**src/rtl/morph_ctrl_pkg.sv**
```systemverilog
// Shared types and helpers for the morphology pipeline frame controller.
package morph_ctrl_pkg;

  typedef enum logic [2:0] {
    MODE_BYPASS = 3'd0,
    MODE_ERODE  = 3'd1,
    MODE_DILATE = 3'd2,
    MODE_OPEN   = 3'd3,
    MODE_CLOSE  = 3'd4
  } mode_e;

  typedef enum logic [1:0] {
    StWaitSync = 2'd0,
    StBlank    = 2'd1,
    StActive   = 2'd2
  } state_e;

  typedef struct packed {
    logic ero_en;
    logic dil_en;
    logic dil_first;
  } stage_en_t;

  function automatic logic mode_valid(input logic [2:0] mode);
    return mode <= 3'd4;
  endfunction

  // Reserved codes decode to all-off; they never reach the active registers anyway.
  function automatic stage_en_t mode_decode(input logic [2:0] mode);
    stage_en_t en;
    en = '0;
    case (mode)
      MODE_ERODE:  en.ero_en = 1'b1;
      MODE_DILATE: en.dil_en = 1'b1;
      MODE_OPEN: begin
        en.ero_en = 1'b1;
        en.dil_en = 1'b1;
      end
      MODE_CLOSE: begin
        en.ero_en    = 1'b1;
        en.dil_en    = 1'b1;
        en.dil_first = 1'b1;
      end
      default: en = '0;
    endcase
    return en;
  endfunction

endpackage

```
**src/rtl/frame_geom_check.sv**
```systemverilog
// Vsync/DE edge detection plus pixel/line counting; flags frames whose geometry is off.
module frame_geom_check #(
  parameter int unsigned IMG_WIDTH  = 1280,
  parameter int unsigned IMG_HEIGHT = 720
) (
  input  logic video_clk,
  input  logic rst_n,
  input  logic vs,
  input  logic de,
  input  logic count_en,
  input  logic clear,
  input  logic check,
  output logic vs_rise,
  output logic vs_fall,
  output logic mismatch,
  output logic frame_err
);

  localparam logic [23:0] PixTotal  = 24'(IMG_WIDTH * IMG_HEIGHT);
  localparam logic [15:0] LineTotal = 16'(IMG_HEIGHT);

  logic        vs_d_q, de_d_q;
  logic [23:0] pix_cnt_q, pix_cnt_d;
  logic [15:0] line_cnt_q, line_cnt_d;
  logic        frame_err_q;
  logic        de_fall;

  assign vs_rise  = vs & ~vs_d_q;
  assign vs_fall  = ~vs & vs_d_q;
  assign de_fall  = ~de & de_d_q;
  assign mismatch = check & ((pix_cnt_q != PixTotal) | (line_cnt_q != LineTotal));
  assign frame_err = frame_err_q;

  always_comb begin
    pix_cnt_d  = pix_cnt_q;
    line_cnt_d = line_cnt_q;
    if (clear) begin
      pix_cnt_d  = '0;
      line_cnt_d = '0;
    end else if (count_en) begin
      if (de)      pix_cnt_d  = pix_cnt_q + 24'd1;
      if (de_fall) line_cnt_d = line_cnt_q + 16'd1;
    end
  end

  always_ff @(posedge video_clk or negedge rst_n) begin
    if (!rst_n) begin
      vs_d_q      <= 1'b0;
      de_d_q      <= 1'b0;
      pix_cnt_q   <= '0;
      line_cnt_q  <= '0;
      frame_err_q <= 1'b0;
    end else begin
      vs_d_q      <= vs;
      de_d_q      <= de;
      pix_cnt_q   <= pix_cnt_d;
      line_cnt_q  <= line_cnt_d;
      frame_err_q <= mismatch;
    end
  end

endmodule

```
**src/rtl/morph_frame_ctrl.sv**
```systemverilog
// Frame-synchronous config controller: shadows one request and commits it only
// while both pipeline ends are in vertical blanking; also counts and checks frames.
module morph_frame_ctrl
  import morph_ctrl_pkg::*;
#(
  parameter int unsigned IMG_WIDTH      = 1280,
  parameter int unsigned IMG_HEIGHT     = 720,
  parameter logic [7:0]  THRESH_DEFAULT = 8'd128
) (
  input  logic        video_clk,
  input  logic        rst_n,
  input  logic        in_vs,
  input  logic        in_de,
  input  logic        out_vs,
  input  logic        cfg_valid,
  output logic        cfg_ready,
  input  logic [2:0]  cfg_mode,
  input  logic [7:0]  cfg_thresh,
  output logic [2:0]  act_mode,
  output logic [7:0]  act_thresh,
  output logic        ero_en,
  output logic        dil_en,
  output logic        dil_first,
  output logic        cfg_pending,
  output logic        cfg_err,
  output logic [15:0] frame_cnt,
  output logic        frame_err,
  output logic [7:0]  err_cnt
);

  localparam stage_en_t StageEnRst = mode_decode(MODE_OPEN);

  state_e      state_q, state_d;
  logic        vs_rise, vs_fall, mismatch;
  logic        geom_clear, geom_count, geom_check, commit, accept;

  logic [2:0]  shadow_mode_q, shadow_mode_d;
  logic [7:0]  shadow_thresh_q, shadow_thresh_d;
  logic        pending_q, pending_d;
  logic        cfg_err_q, cfg_err_d;
  logic [2:0]  act_mode_q, act_mode_d;
  logic [7:0]  act_thresh_q, act_thresh_d;
  stage_en_t   stage_en_q, stage_en_d;
  logic [15:0] frame_cnt_q, frame_cnt_d;
  logic [7:0]  err_cnt_q, err_cnt_d;

  frame_geom_check #(
    .IMG_WIDTH  (IMG_WIDTH),
    .IMG_HEIGHT (IMG_HEIGHT)
  ) u_in_geom (
    .video_clk (video_clk),
    .rst_n     (rst_n),
    .vs        (in_vs),
    .de        (in_de),
    .count_en  (geom_count),
    .clear     (geom_clear),
    .check     (geom_check),
    .vs_rise   (vs_rise),
    .vs_fall   (vs_fall),
    .mismatch  (mismatch),
    .frame_err (frame_err)
  );

  always_ff @(posedge video_clk or negedge rst_n) begin
    if (!rst_n) state_q <= StWaitSync;
    else        state_q <= state_d;
  end

  always_comb begin
    state_d = state_q;
    unique case (state_q)
      StWaitSync: if (in_vs)   state_d = StBlank;
      StBlank:    if (vs_fall) state_d = StActive;
      StActive:   if (vs_rise) state_d = StBlank;
      default:                 state_d = StWaitSync;
    endcase
  end

  // in_vs must still be high: a falling vsync in the commit cycle defers the request.
  always_comb begin
    geom_clear = (state_q == StBlank) & vs_fall;
    geom_count = (state_q == StActive);
    geom_check = (state_q == StActive) & vs_rise;
    commit     = (state_q == StBlank) & in_vs & out_vs & pending_q;
  end

  assign accept = cfg_valid & ~pending_q;

  always_comb begin
    shadow_mode_d   = shadow_mode_q;
    shadow_thresh_d = shadow_thresh_q;
    pending_d       = pending_q;
    cfg_err_d       = cfg_err_q;
    act_mode_d      = act_mode_q;
    act_thresh_d    = act_thresh_q;
    stage_en_d      = stage_en_q;
    if (accept) begin
      if (mode_valid(cfg_mode)) begin
        shadow_mode_d   = cfg_mode;
        shadow_thresh_d = cfg_thresh;
        pending_d       = 1'b1;
      end else begin
        cfg_err_d = 1'b1;
      end
    end
    if (commit) begin
      act_mode_d   = shadow_mode_q;
      act_thresh_d = shadow_thresh_q;
      stage_en_d   = mode_decode(shadow_mode_q);
      pending_d    = 1'b0;
    end
  end

  always_comb begin
    frame_cnt_d = frame_cnt_q;
    err_cnt_d   = err_cnt_q;
    if (geom_check)                     frame_cnt_d = frame_cnt_q + 16'd1;
    if (mismatch && err_cnt_q != 8'hFF) err_cnt_d   = err_cnt_q + 8'd1;
  end

  always_ff @(posedge video_clk or negedge rst_n) begin
    if (!rst_n) begin
      shadow_mode_q   <= MODE_OPEN;
      shadow_thresh_q <= THRESH_DEFAULT;
      pending_q       <= 1'b0;
      cfg_err_q       <= 1'b0;
      act_mode_q      <= MODE_OPEN;
      act_thresh_q    <= THRESH_DEFAULT;
      stage_en_q      <= StageEnRst;
      frame_cnt_q     <= '0;
      err_cnt_q       <= '0;
    end else begin
      shadow_mode_q   <= shadow_mode_d;
      shadow_thresh_q <= shadow_thresh_d;
      pending_q       <= pending_d;
      cfg_err_q       <= cfg_err_d;
      act_mode_q      <= act_mode_d;
      act_thresh_q    <= act_thresh_d;
      stage_en_q      <= stage_en_d;
      frame_cnt_q     <= frame_cnt_d;
      err_cnt_q       <= err_cnt_d;
    end
  end

  assign cfg_ready   = ~pending_q;
  assign cfg_pending = pending_q;
  assign cfg_err     = cfg_err_q;
  assign act_mode    = act_mode_q;
  assign act_thresh  = act_thresh_q;
  assign ero_en      = stage_en_q.ero_en;
  assign dil_en      = stage_en_q.dil_en;
  assign dil_first   = stage_en_q.dil_first;
  assign frame_cnt   = frame_cnt_q;
  assign err_cnt     = err_cnt_q;

endmodule
```
**config.mk**
```make
export PLATFORM = sky130hd
export DESIGN_NAME = morph_frame_ctrl
export DESIGN_NICKNAME = d
export VERILOG_FILES = /design/src/rtl/morph_ctrl_pkg.sv /design/src/rtl/frame_geom_check.sv /design/src/rtl/morph_frame_ctrl.sv
export SDC_FILE = /design/constraint.sdc
export NUM_CORES = 1
export LEC_CHECK = 0
export CAP_MARGIN = 20
export CORE_ASPECT_RATIO = 1.75
export CORE_UTILIZATION = 50
export CTS_BUF_LIST = sky130_fd_sc_hd__clkbuf_8
export DETAILED_ROUTE_END_ITERATION = 10
export PLACE_DENSITY = 0.73
export SYNTH_ARGS = -nofsm -noshare
export SYNTH_HDL_FRONTEND = slang
export SYNTH_SLANG_ARGS = --single-unit
```
**constraint.sdc**
```tcl
create_clock -name video_clk -period 3.1 [get_ports video_clk]
set_input_delay 0.465 -clock video_clk [delete_from_list [all_inputs] [get_ports video_clk]]
set_output_delay 0.465 -clock video_clk [all_outputs]
set_load 0.02 [all_outputs]
```
==> results.tsv, run 1 <==
stage	metric	value	unit
status	status	complete, no violations	
sta	tightest_slew	676	ps
synthesis	synth_top_area_frac	0.490	
detailed_routing	num_vias	3256	
place	gp_congestion	0.840	
grt	grt_pass1_wl	15.2	mm
clock_network	cts_made_buffers	9	
setup_path	worst-r2r-setup-slack	860	ps
die	dieArea	0.00939	mm^2
detailed_routing	drc	0	
detailed_routing	totalWireLength	8.90	mm
setup_path	cp_slowest_cell	or4_1	
sta	skew	6.86	ps
clock_network	clkSinkCount	96	
sta	setup_tns	0	ps
finish	nets	490	
clock_network	cts_resized	0	
grt	grt_max_degree	51	
clock_network	cts_root_buffer	clkbuf_8	
power	power	3.25	mW
sta	final.min_clock_period	2240	ps
detailed_routing	drt_iter0_drc	181	
synthesis	synth_top_cell_by_area	dfrtp_1	
grt	first_global_vias	3321	
power	p_per_area	603	mW/mm^2
clock_network	ctsLongestPathBuffers	2	
min_path	worstHoldPathType	primary input to async pin	
setup_path	cp.required	3350	ps
sta	final_max_slew_viol_count	0	
setup_path	endpoint_kind	register	
detailed_routing	drtPass1Iterations	4	
setup_path	worst_ep_arrival_time	2490	ps
setup_path	path_cells	or4_1, or3_1, o211ai_4, mux2_4	
synthesis	syn_area_per_cell	11.0	um^2
die	die_w	73.7	um
finish	multiInputGateArea	0.00199	mm^2
grt	grt_antenna_before_repair	0	
finish	utilization	0.618	
finish	filler_cell_count	717	
detailed_routing	antenna_left	0	
die	core_area	0.00873	mm^2
synthesis	synthCells	409	
setup_path	slowest_delay	590	ps
place	place_ws	613	ps
sta	rsz0062_at_grt	false	
place	io_buffers	58	
power	ir_drop	517	uV
die	ios	59	
sta	setup_ws	859	ps
grt	overflow	0	
detailed_routing	vias_per_cell	5.53	
setup_path	crit_type	register to register	
sta	min_period_over_period	0.723	
die	rows	45	
clock_network	post_cts_buffers	0	
synthesis	ys_seq_elements	96	
setup_path	start_kind	register	
synthesis	synth-seq-area-share	0.537	
finish	seq_area	0.00241	mm^2
clock_network	clkLatencyLatePin	360	ps
sta	max_freq	446	MHz
sta	finalHoldViolCount	0	
place	dp_hpwl	6.37	mm
synthesis	synthesis.nets	432	
synthesis	yosysWarnings	0	
synthesis	syn_area	0.00450	mm^2
synthesis	synth_area_leaders	dfrtp_1 (49%), xnor2_1 (5.6%), mux2_2 (5.5%)	
grt	track_usage	0.210	
flow_run	maxCapViolCount	0	
detailed_routing	wl_per_cell	15.1	um
die	initial_core_util	0.515	
synthesis	synth_cell_types	50	
clock_network	htree_levels	3	
die	fp.dieH	127	um
clock_network	hold_buffers	0	
finish	area_growth	20.0	%
clock_network	clk_pin_slew_worst_paths	90	ps
setup_path	crit_fanout	8	
finish	drive_gt1_frac	0.119	
power	total_leakage_power	2.32	nW
clock_network	cts_tree	done	
sta	finalSetupViolations	0	
sta	slew_headroom	0.549	
finish	antenna_cells	0	
==> per-stage QoR <==
stage | area (um^2) | std cells | hold WS, ps
floorplan | 4500 | 409 | 169
global placement | 5220 | 573 | 462
detailed placement | 5220 | 573 | 466
CTS | 5400 | 589 | 126
global route | 5400 | 589 | 145
finish | 5400 | 589 | 111
==> final timing paths <==
path / cells past startpoint / startpoint / endpoint
worst min register to register: 1 / frame_cnt[15] / frame_cnt[15]
worst min-delay path: 1 / rst_n / frame_cnt[15]
worst max-delay path: 4 / u_in_geom.pix_cnt_q[21] / err_cnt[1]
worst max register to register: 4 / u_in_geom.pix_cnt_q[21] / err_cnt[1]
min in group video_clk: 1 / frame_cnt[15] / frame_cnt[15]
max in group asynchronous: 2 / rst_n / ero_en
==> flip-flops by register name, summed over array words and instances (netlist names), 2 cells and up <==
| signal | count |
|---|---|
| frame_cnt | 16 |
| state_q | 2 |
| act_thresh | 8 |
| shadow_mode_q | 3 |
| u_in_geom.pix_cnt_q | 24 |
| shadow_thresh_q | 8 |
| u_in_geom.line_cnt_q | 16 |
| err_cnt | 8 |
| act_mode | 3 |
==> power breakdown <==
part	switching, mW	internal (mW)	leakage, nW
Sequential	0.153	1.50	1.26
Clock	0.399	0.347	0.108
Combinational	0.410	0.444	0.956
Total	0.961	2.29	2.32
==> cells in the final DEF (no fill, tap or decap), types with 2 or more instances in the layout <==
master,instances
mux2_2,22
nor4_1,6
a21oi_1,13
o21ai_0,9
xor2_1,24
ha_1,6
dfstp_2,8
or3_1,6
inv_1,17
o211ai_1,2
nor2_1,40
nand3_1,27
and2_1,2
xnor2_1,29
buf_4,4
nor4b_1,2
clkbuf_8,12
nand2_1,30
nor3_1,10
dfrtp_1,88
a211oi_1,2
nand4_1,17
o2111ai_1,2
and3_1,7
and4_1,5
clkdlybuf4s50_1,57
==> logic make-up (layout without fill, tap and decap cells) <==
family	Yosys count	after routing	synth area share
mux	24	24	0.0610
compound gates	37	37	0.0565
fa+ha+maj	6	6	0.0167
buf+inv	28	91	0.0262
flops	96	96	0.537
xor+xnor	53	53	0.103
simple gates	165	165	0.200
==> cell usage after synthesis (all sizes together) <==
| cell type | instances |
|---|---|
| a2111o | 1 |
| a211oi | 2 |
| a21boi | 1 |
| a21oi | 13 |
| a31oi | 1 |
| and2 | 2 |
| and3 | 7 |
| and3b | 1 |
| and4 | 5 |
| buf | 5 |
| clkbuf | 10 |
| dfrtp | 88 |
| dfstp | 8 |
| ha | 6 |
| inv | 13 |
| mux2 | 24 |
| nand2 | 30 |
| nand2b | 1 |
| nand3 | 27 |
| nand3b | 1 |
| nand4 | 17 |
| nand4b | 1 |
| nand4bb | 2 |
| nor2 | 40 |
| nor2b | 1 |
| nor3 | 10 |
| nor3b | 1 |
| nor4 | 8 |
| nor4b | 2 |
| nor4bb | 2 |
| o2111ai | 2 |
| o211ai | 4 |
| o21ai | 9 |
| o21bai | 1 |
| o2bb2ai | 1 |
| o31a | 1 |
| o41a | 1 |
| or3 | 6 |
| or4 | 1 |
| xnor2 | 29 |
| xor2 | 24 |
==> layer usage <==
layer,vias up,share of wire,track usage
met5,-,0,0
met4,0,0.019,0.0928
met3,8,0.036,0.0465
met2,74,0.54,0.370
met1,1632,0.40,0.238
li1,1542,-,-
==> worst max-delay path, delay by kind of cell (launching register included) <==
| family | cells | cell delay (ps) |
|---|---|---|
| flip-flops | 1 | 420 |
| AO/OA/AOI/OAI | 1 | 250 |
| multiplexers | 1 | 310 |
| AND/OR/NAND/NOR | 2 | 1140 |
==> layout make-up <==
class                      instances  area share
clock buffer                      12      0.0306
multi-input combinational        285       0.368
tap                              117      0.0271
clock inverter                     4     0.00278
sequential                        96       0.447
timing repair buffer              62       0.115
inverter                          13     0.00904
Note: power is estimated with default switching activity, not from simulation.
==> run 2: changes to the inputs <==
--- a/config.mk
+++ b/config.mk
@@ -10,7 +10,7 @@
 export CORE_UTILIZATION = 50
 export CTS_BUF_LIST = sky130_fd_sc_hd__clkbuf_8
 export DETAILED_ROUTE_END_ITERATION = 10
-export PLACE_DENSITY = 0.73
+export PLACE_DENSITY = 0.76
 export SYNTH_ARGS = -nofsm -noshare
 export SYNTH_HDL_FRONTEND = slang
 export SYNTH_SLANG_ARGS = --single-unit
==> constraint.sdc (replaced) <==
create_clock -name video_clk -period 1.8 [get_ports video_clk]
set_input_delay 0.27 -clock video_clk [delete_from_list [all_inputs] [get_ports video_clk]]
set_output_delay 0.27 -clock video_clk [all_outputs]
set_load 0.02 [all_outputs]
==> run 2 against run 1 <==
The flow now finishes with violations (negative setup slack). Non-clock buffer count rose by 77. Die area did not move. Final cell count rose by 13%. Hold slack improved by 270 ps. Largest cell class unchanged.
==> results.tsv, run 2 (same netlist as run 1, synthesis figures left out) <==
stage	metric	value	unit	change
power	p_clk_frac	0.220		-0.009
sta	max_freq	499	MHz	+12%
die	fp.dieH	127	um	unchanged
setup_path	cp_slowest_cell	or3_4		
setup_path	crit_type	register to register		
grt	grt_antenna_before_repair	0		unchanged
finish	utilization	0.713		+0.0948
finish	largest_reg_flops	24		unchanged
sta	skew	10.5	ps	+3.59 ps
sta	setup_ws	-205	ps	-1060 ps
status	violations	negative setup slack		
detailed_routing	drt_iter0_drc	174		-3.9%
setup_path	worst-path-buf-inv	1		+1
finish	postLayoutCellArea	0.00622	mm^2	+15%
detailed_routing	drtPass1Iterations	6		+2
clock_network	cts_tree	done		
sta	rsz0062_at_grt	true		
setup_path	crit_fanout	5		-3
die	rows	45		unchanged
detailed_routing	drc	0		unchanged
status	status	finished with violations		
sta	min_period_over_period	1.11		+0.391
detailed_routing	num_vias	3631		+12%
finish	drive_gt1_frac	0.307		+0.189
sta	final_max_slew_viol_count	0		unchanged
power	p_switching	1.78	mW	+85%
detailed_routing	antenna_left	0		unchanged
finish	largest_register	u_in_geom.pix_cnt_q		
power	p_per_area	922	mW/mm^2	+53%
finish	nets	568		+16%
setup_path	cp.required	2060	ps	-1290 ps
setup_path	path_cells	inv_2, ha_4, nor4b_4, nand4_1, or3_4, o211ai_4, mux2_4		
setup_path	endpoint_kind	register		
sta	finalHoldViolCount	0		unchanged
setup_path	slowest_delay	470	ps	-120 ps
power	sw_frac_of_total	0.310		+0.0142
place	place_ws	-343	ps	-956 ps
power	ir_drop	806	uV	+56%
finish	final_common_cell	dfrtp_1		
sta	slew_headroom	0.719		+0.170
clock_network	htree_levels	3		unchanged
power	total_leakage_power	2.84	nW	+22%
clock_network	ctsLongestPathBuffers	2		unchanged
sta	final.min_clock_period	2010	ps	-235 ps
finish	antenna_cells	0		unchanged
clock_network	cts_made_buffers	9		unchanged
clock_network	cts_root_buffer	clkbuf_8		
grt	grt_max_degree	41		-20%
finish	final_cells	667		+13%
finish	area_growth	38.4	%	
grt	track_usage	0.235		+0.0245
place	dpl_cell_area	0.00573	mm^2	+9.9%
clock_network	clkSinkCount	96		unchanged
die	dieArea	0.00939	mm^2	unchanged
sta	tightest_slew	422	ps	-254 ps
power	pwr-share-seq	0.498		-0.010
power	combinationalPowerShare	0.281		+0.018
grt	grt_pass1_wl	17.0	mm	+11%
flow_run	maxCapViolCount	0		unchanged
grt	first_global_vias	3732		+12%
setup_path	worst_ep_arrival_time	2260	ps	-230 ps
setup_path	start_kind	register		
clock_network	clk_pin_slew_worst_paths	90	ps	about the same
place	dp_hpwl	7.08	mm	+11%
detailed_routing	wl_per_cell	15.7	um	+3.6%
die	ios	59		unchanged
grt	overflow	0		unchanged
setup_path	crit_family	simple AND/OR/NAND/NOR gates		
clock_network	clkLatencyLatePin	360	ps	about the same
finish	mostFrequentLayoutCells	dfrtp_1 (85), buf_4 (76), clkdlybuf4s50_1 (52)		
power	power	5.74	mW	+76%
sta	finalSetupViolations	16		+16
power	p_int	3.96	mW	+73%
place	gp_congestion	0.863		+2.7%
detailed_routing	vias_per_cell	5.44		-1.5%
die	core_area	0.00873	mm^2	unchanged
place	placed_cells	638		+11%
detailed_routing	totalWireLength	10.4	mm	+17%
die	initial_core_util	0.515		unchanged
min_path	worstHoldPathType	primary input to async pin		
place	io_buffers	58		unchanged
die	die_w	73.7	um	unchanged
-- run 2: through the flow --
| step | setup TNS (ps) | hold slack (ps) |
|---|---|---|
| 6_report | -1650 | 382 |
| 2_1_floorplan | -326 | -25.6 |
| 3_5_place_dp | -11100 | 234 |
| 5_1_grt | -3700 | 426 |
| 4_1_cts | -1280 | 377 |
| 3_3_place_gp | -9600 | 230 |
-- run 2: cell type report --
class | instances | area (um^2)
inverters | 13 | 48.8
repair buffers | 139 | 1230
multi-input cells | 286 | 2200
flip-flops and latches | 96 | 2420
clock inverters | 6 | 36.3
fillers | 599 | 2500
clock buffers | 10 | 138
well taps | 117 | 146
-- run 2: path summary, 6_finish.rpt --
kind	startpoint	end	slack (ps)	depth (start not counted)
setup / recovery	u_in_geom.pix_cnt_q[1]	err_cnt[1]	-210	7
hold / removal	rst_n	dil_first	380	2
setup reg to reg	u_in_geom.pix_cnt_q[1]	err_cnt[1]	-210	7
hold reg to reg	frame_cnt[15]	frame_cnt[15]	470	1
max in group asynchronous	rst_n	err_cnt[4]	830	3
min in group video_clk	frame_cnt[15]	frame_cnt[15]	470	1
-- run 2: worst register-to-register path: cells and delay by family, from the launching register on --
family                   cells  cell delay (ps)
flip-flops                   1              410
AO/OA/AOI/OAI                1              200
buffers and inverters        1               80
adder cells (fa/ha/maj)      1              120
multiplexers                 1              310
AND/OR/NAND/NOR              3              770
-- run 2: what timing repair did --
action,4_1_cts,5_1_grt
buffers inserted,6,6
endpoints found under the setup margin,29,33
gates resized for setup,17,33
hold buffers,1,0
gates cloned,1,0
hold endpoints to repair,22,0
pin swaps,13,29
-- run 2: power groups by stage --
stage	registers, mW	clock network [mW]	logic, mW
5_1_grt	2.91	1.36	1.73
2_1_floorplan	3.10	0	0.563
3_5_place_dp	2.88	0	1.59
6_report	2.86	1.26	1.61
4_1_cts	2.85	1.29	1.59
3_3_place_gp	2.86	0	1.55
-- run 2: per-layer routing --
| metal | wire, um | GRT usage | vias up |
|---|---|---|---|
| met4 | 355 | 0.124 | 0 |
| met3 | 330 | 0.0465 | 21 |
| met5 | 0 | 0 | - |
| met2 | 5720 | 0.409 | 79 |
| met1 | 4040 | 0.264 | 1824 |
| li1 | - | - | 1707 |
==> run 3: changes to the inputs <==
--- a/config.mk
+++ b/config.mk
@@ -6,10 +6,10 @@
 export NUM_CORES = 1
 export LEC_CHECK = 0
 export CAP_MARGIN = 20
-export CORE_ASPECT_RATIO = 1.75
 export CORE_UTILIZATION = 50
 export CTS_BUF_LIST = sky130_fd_sc_hd__clkbuf_8
 export DETAILED_ROUTE_END_ITERATION = 10
+export MAX_ROUTING_LAYER = met4
 export PLACE_DENSITY = 0.76
 export SYNTH_ARGS = -nofsm -noshare
 export SYNTH_HDL_FRONTEND = slang
==> run 3 against run 2 <==
The flow still finishes with violations (negative setup slack). Critical path depth decreased by 3. Worst setup slack got worse by 12 ps. Sequential power about the same. Cell area decreased by 0.54%. Sequential share of layout area increased by 0.21 points. Critical endpoint unchanged. Largest power group unchanged.
==> results.tsv, run 3 (same netlist as run 1, synthesis figures left out) <==
stage	metric	value	unit	change
setup_path	r2r_end	err_cnt[1]		
grt	gr-usage-met1	0.268		+0.00360
setup_path	cp_slowest_cell	or4_4		
grt	overflow	0		unchanged
finish	mostFrequentLayoutCells	dfrtp_1 (85), buf_4 (65), clkdlybuf4s50_1 (49)		
power	p_clk_frac	0.241		+0.021
place	gp_congestion	0.860		-0.27%
clock_network	clkLatencyLatePin	370	ps	about the same
setup_path	r2r_cells	4		-3
detailed_routing	vias_per_cell	5.48		+0.69%
clock_network	htree_levels	3		unchanged
detailed_routing	antenna_left	0		unchanged
finish	area_growth	37.7	%	
min_path	min_from	in_vs		
sta	skew	9.75	ps	-0.704 ps
power	combinationalPowerShare	0.275		-0.006
grt	grt_pass1_wl	16.3	mm	-4.1%
power	p_int	4.09	mW	+3.1%
setup_path	endpoint_kind	register		
sta	setup_ws	-217	ps	-11.6 ps
status	violations	negative setup slack		
die	dieArea	0.00937	mm^2	-0.16%
power	p_per_area	949	mW/mm^2	+2.9%
setup_path	worst-r2r-setup-slack	-220	ps	about the same
finish	final_common_cell	dfrtp_1		
power	p_switching	1.79	mW	+0.68%
detailed_routing	totalWireLength	9.82	mm	-6.0%
clock_network	clkSinkCount	96		unchanged
setup_path	crit_type	register to register		
die	ios	59		unchanged
grt	grt_busiest_layer	met2		
sta	rsz0062_at_grt	true		
power	power	5.87	mW	+2.4%
place	placed_cells	623		-2.4%
place	dp_hpwl	6.79	mm	-4.0%
finish	multiInputGateArea	0.00219	mm^2	-0.68%
min_path	worstHoldPathType	primary input to register		
finish	postLayoutCellArea	0.00619	mm^2	-0.54%
status	status	finished with violations		
setup_path	cp.required	2060	ps	about the same
finish	final_cells	650		-2.5%
finish	filler_cell_count	604		+0.83%
die	initial_core_util	0.515		about the same
sta	slew_headroom	0.699		-0.0194
power	ir_drop	849	uV	+5.3%
detailed_routing	drt_iter0_drc	172		-1.1%
clock_network	cts_made_buffers	9		unchanged
die	fp.dieH	96.8	um	-24%
clock_network	cts_tree	done		
setup_path	path_cells	or4_4, or3_4, o211ai_4, mux2_4		
finish	largest_register	u_in_geom.pix_cnt_q		
grt	grtUsageMet3	0.0455		-0.00101
sta	final.min_clock_period	2020	ps	+11.6 ps
detailed_routing	num_vias	3563		-1.9%
finish	largest_reg_flops	24		unchanged
finish	seq_area	0.00242	mm^2	unchanged
setup_path	slowest_delay	530	ps	+60 ps
flow_run	maxCapViolCount	0		unchanged
finish	nets	560		-1.4%
min_path	holdPathEnd	u_in_geom.vs_d_q		
grt	gr-usage-met2	0.362		-0.0461
sta	holdWs	271	ps	-111 ps
sta	final_max_slew_viol_count	0		unchanged
power	total_leakage_power	2.84	nW	about the same
clock_network	clk_pin_slew_worst_paths	90	ps	about the same
finish	antenna_cells	0		unchanged
setup_path	worst_ep_arrival_time	2270	ps	about the same
grt	first_global_vias	3620		-3.0%
sta	max_freq	496	MHz	-0.58%
die	core_area	0.00872	mm^2	about the same
sta	min_period_over_period	1.12		+0.00645
min_path	hold_depth	1		
place	dpl_cell_area	0.00566	mm^2	-1.2%
detailed_routing	wl_per_cell	15.1	um	-3.6%
detailed_routing	drc	0		unchanged
finish	drive_gt1_frac	0.297		-0.0102
clock_network	cts_root_buffer	clkbuf_8		
clock_network	ctsLongestPathBuffers	2		unchanged
setup_path	crit_fanout	6		+1
power	pwr-share-seq	0.484		-0.014
detailed_routing	drtPass1Iterations	4		-2
die	die_w	96.8	um	+31%
setup_path	start_kind	register		
place	io_buffers	58		unchanged
sta	finalSetupViolations	12		-4
die	rows	34		-24%
power	sw_frac_of_total	0.305		-0.00512
grt	track_usage	0.221		-0.0139
sta	tightest_slew	449	ps	+26.9 ps
sta	finalHoldViolCount	0		unchanged
place	place_ws	-401	ps	-58.5 ps
setup_path	rr_startpoint	u_in_geom.pix_cnt_q[15]		
grt	grt_antenna_before_repair	0		unchanged
grt	grt_max_degree	41		unchanged
[run 3: changes by cell type in the layout (fill, tap and decap cells not counted), sizes merged, moves of 2 or more]
cell           previous run  this run
buf                      81        74
dlymetal6s2s              2         7
inv                      14        16
dlygate4sd2               3         1
clkinvlp                  3         1
clkdlybuf4s50            52        49
[run 3: worst max-delay path by stage]
stage	cells past startpoint	slack, ps	from	end
2_1_floorplan	8	-150	u_in_geom.pix_cnt_q[0]	err_cnt[1]
4_1_cts	4	-210	u_in_geom.pix_cnt_q[21]	err_cnt[2]
3_3_place_gp	5	-360	in_vs	u_in_geom.pix_cnt_q[12]
5_1_grt	4	-250	u_in_geom.pix_cnt_q[15]	err_cnt[1]
3_5_place_dp	7	-400	in_vs	frame_cnt[15]
6_report	4	-220	u_in_geom.pix_cnt_q[15]	err_cnt[1]
[run 3: cell type report]
cell class                 count  share of cell area
sequential                    96               0.390
multi-input combinational    285               0.353
timing repair buffer         132               0.194
tap                          108              0.0218
clock buffer                   9              0.0200
clock inverter                 7              0.0119
inverter                      13             0.00789
[run 3: power by group through the flow]
stage	clock (mW)	sequential (mW)	combinational, mW
5_1_grt	1.53	2.90	1.75
2_1_floorplan	0	3.10	0.563
3_3_place_gp	0	2.86	1.54
3_5_place_dp	0	2.88	1.58
4_1_cts	1.45	2.85	1.60
6_report	1.42	2.84	1.61
[run 3: worst max-delay path, delay by kind of cell, from the launching register on]
family          cells  cell delay, ps
simple gates        2            1000
compound gates      1             210
flops               1             380
mux                 1             310
[run 3: routing by layer]
layer | routed length [um] | up-vias
li1 | - | 1683
met1 | 4200 | 1759
met2 | 4910 | 98
met3 | 457 | 23
met4 | 244 | 0
met5 | 0 | -
[run 3: timing repair]
item / 4_1_cts / 5_1_grt
gates cloned: 0 / 0
endpoints found under the hold margin: 15 / 0
setup endpoints to repair: 25 / 44
gates resized for setup: 14 / 45
hold buffers: 1 / 0
setup buffers: 4 / 7
pin swaps: 10 / 10
[run 3: per-stage QoR]
stage	utilization	setup TNS, ps
after global placement	0.649	-11090
after CTS	0.683	-1360
after detailed placement	0.649	-12500
after floorplan	-	-326
after global routing	0.710	-2390
final	0.710	-1520
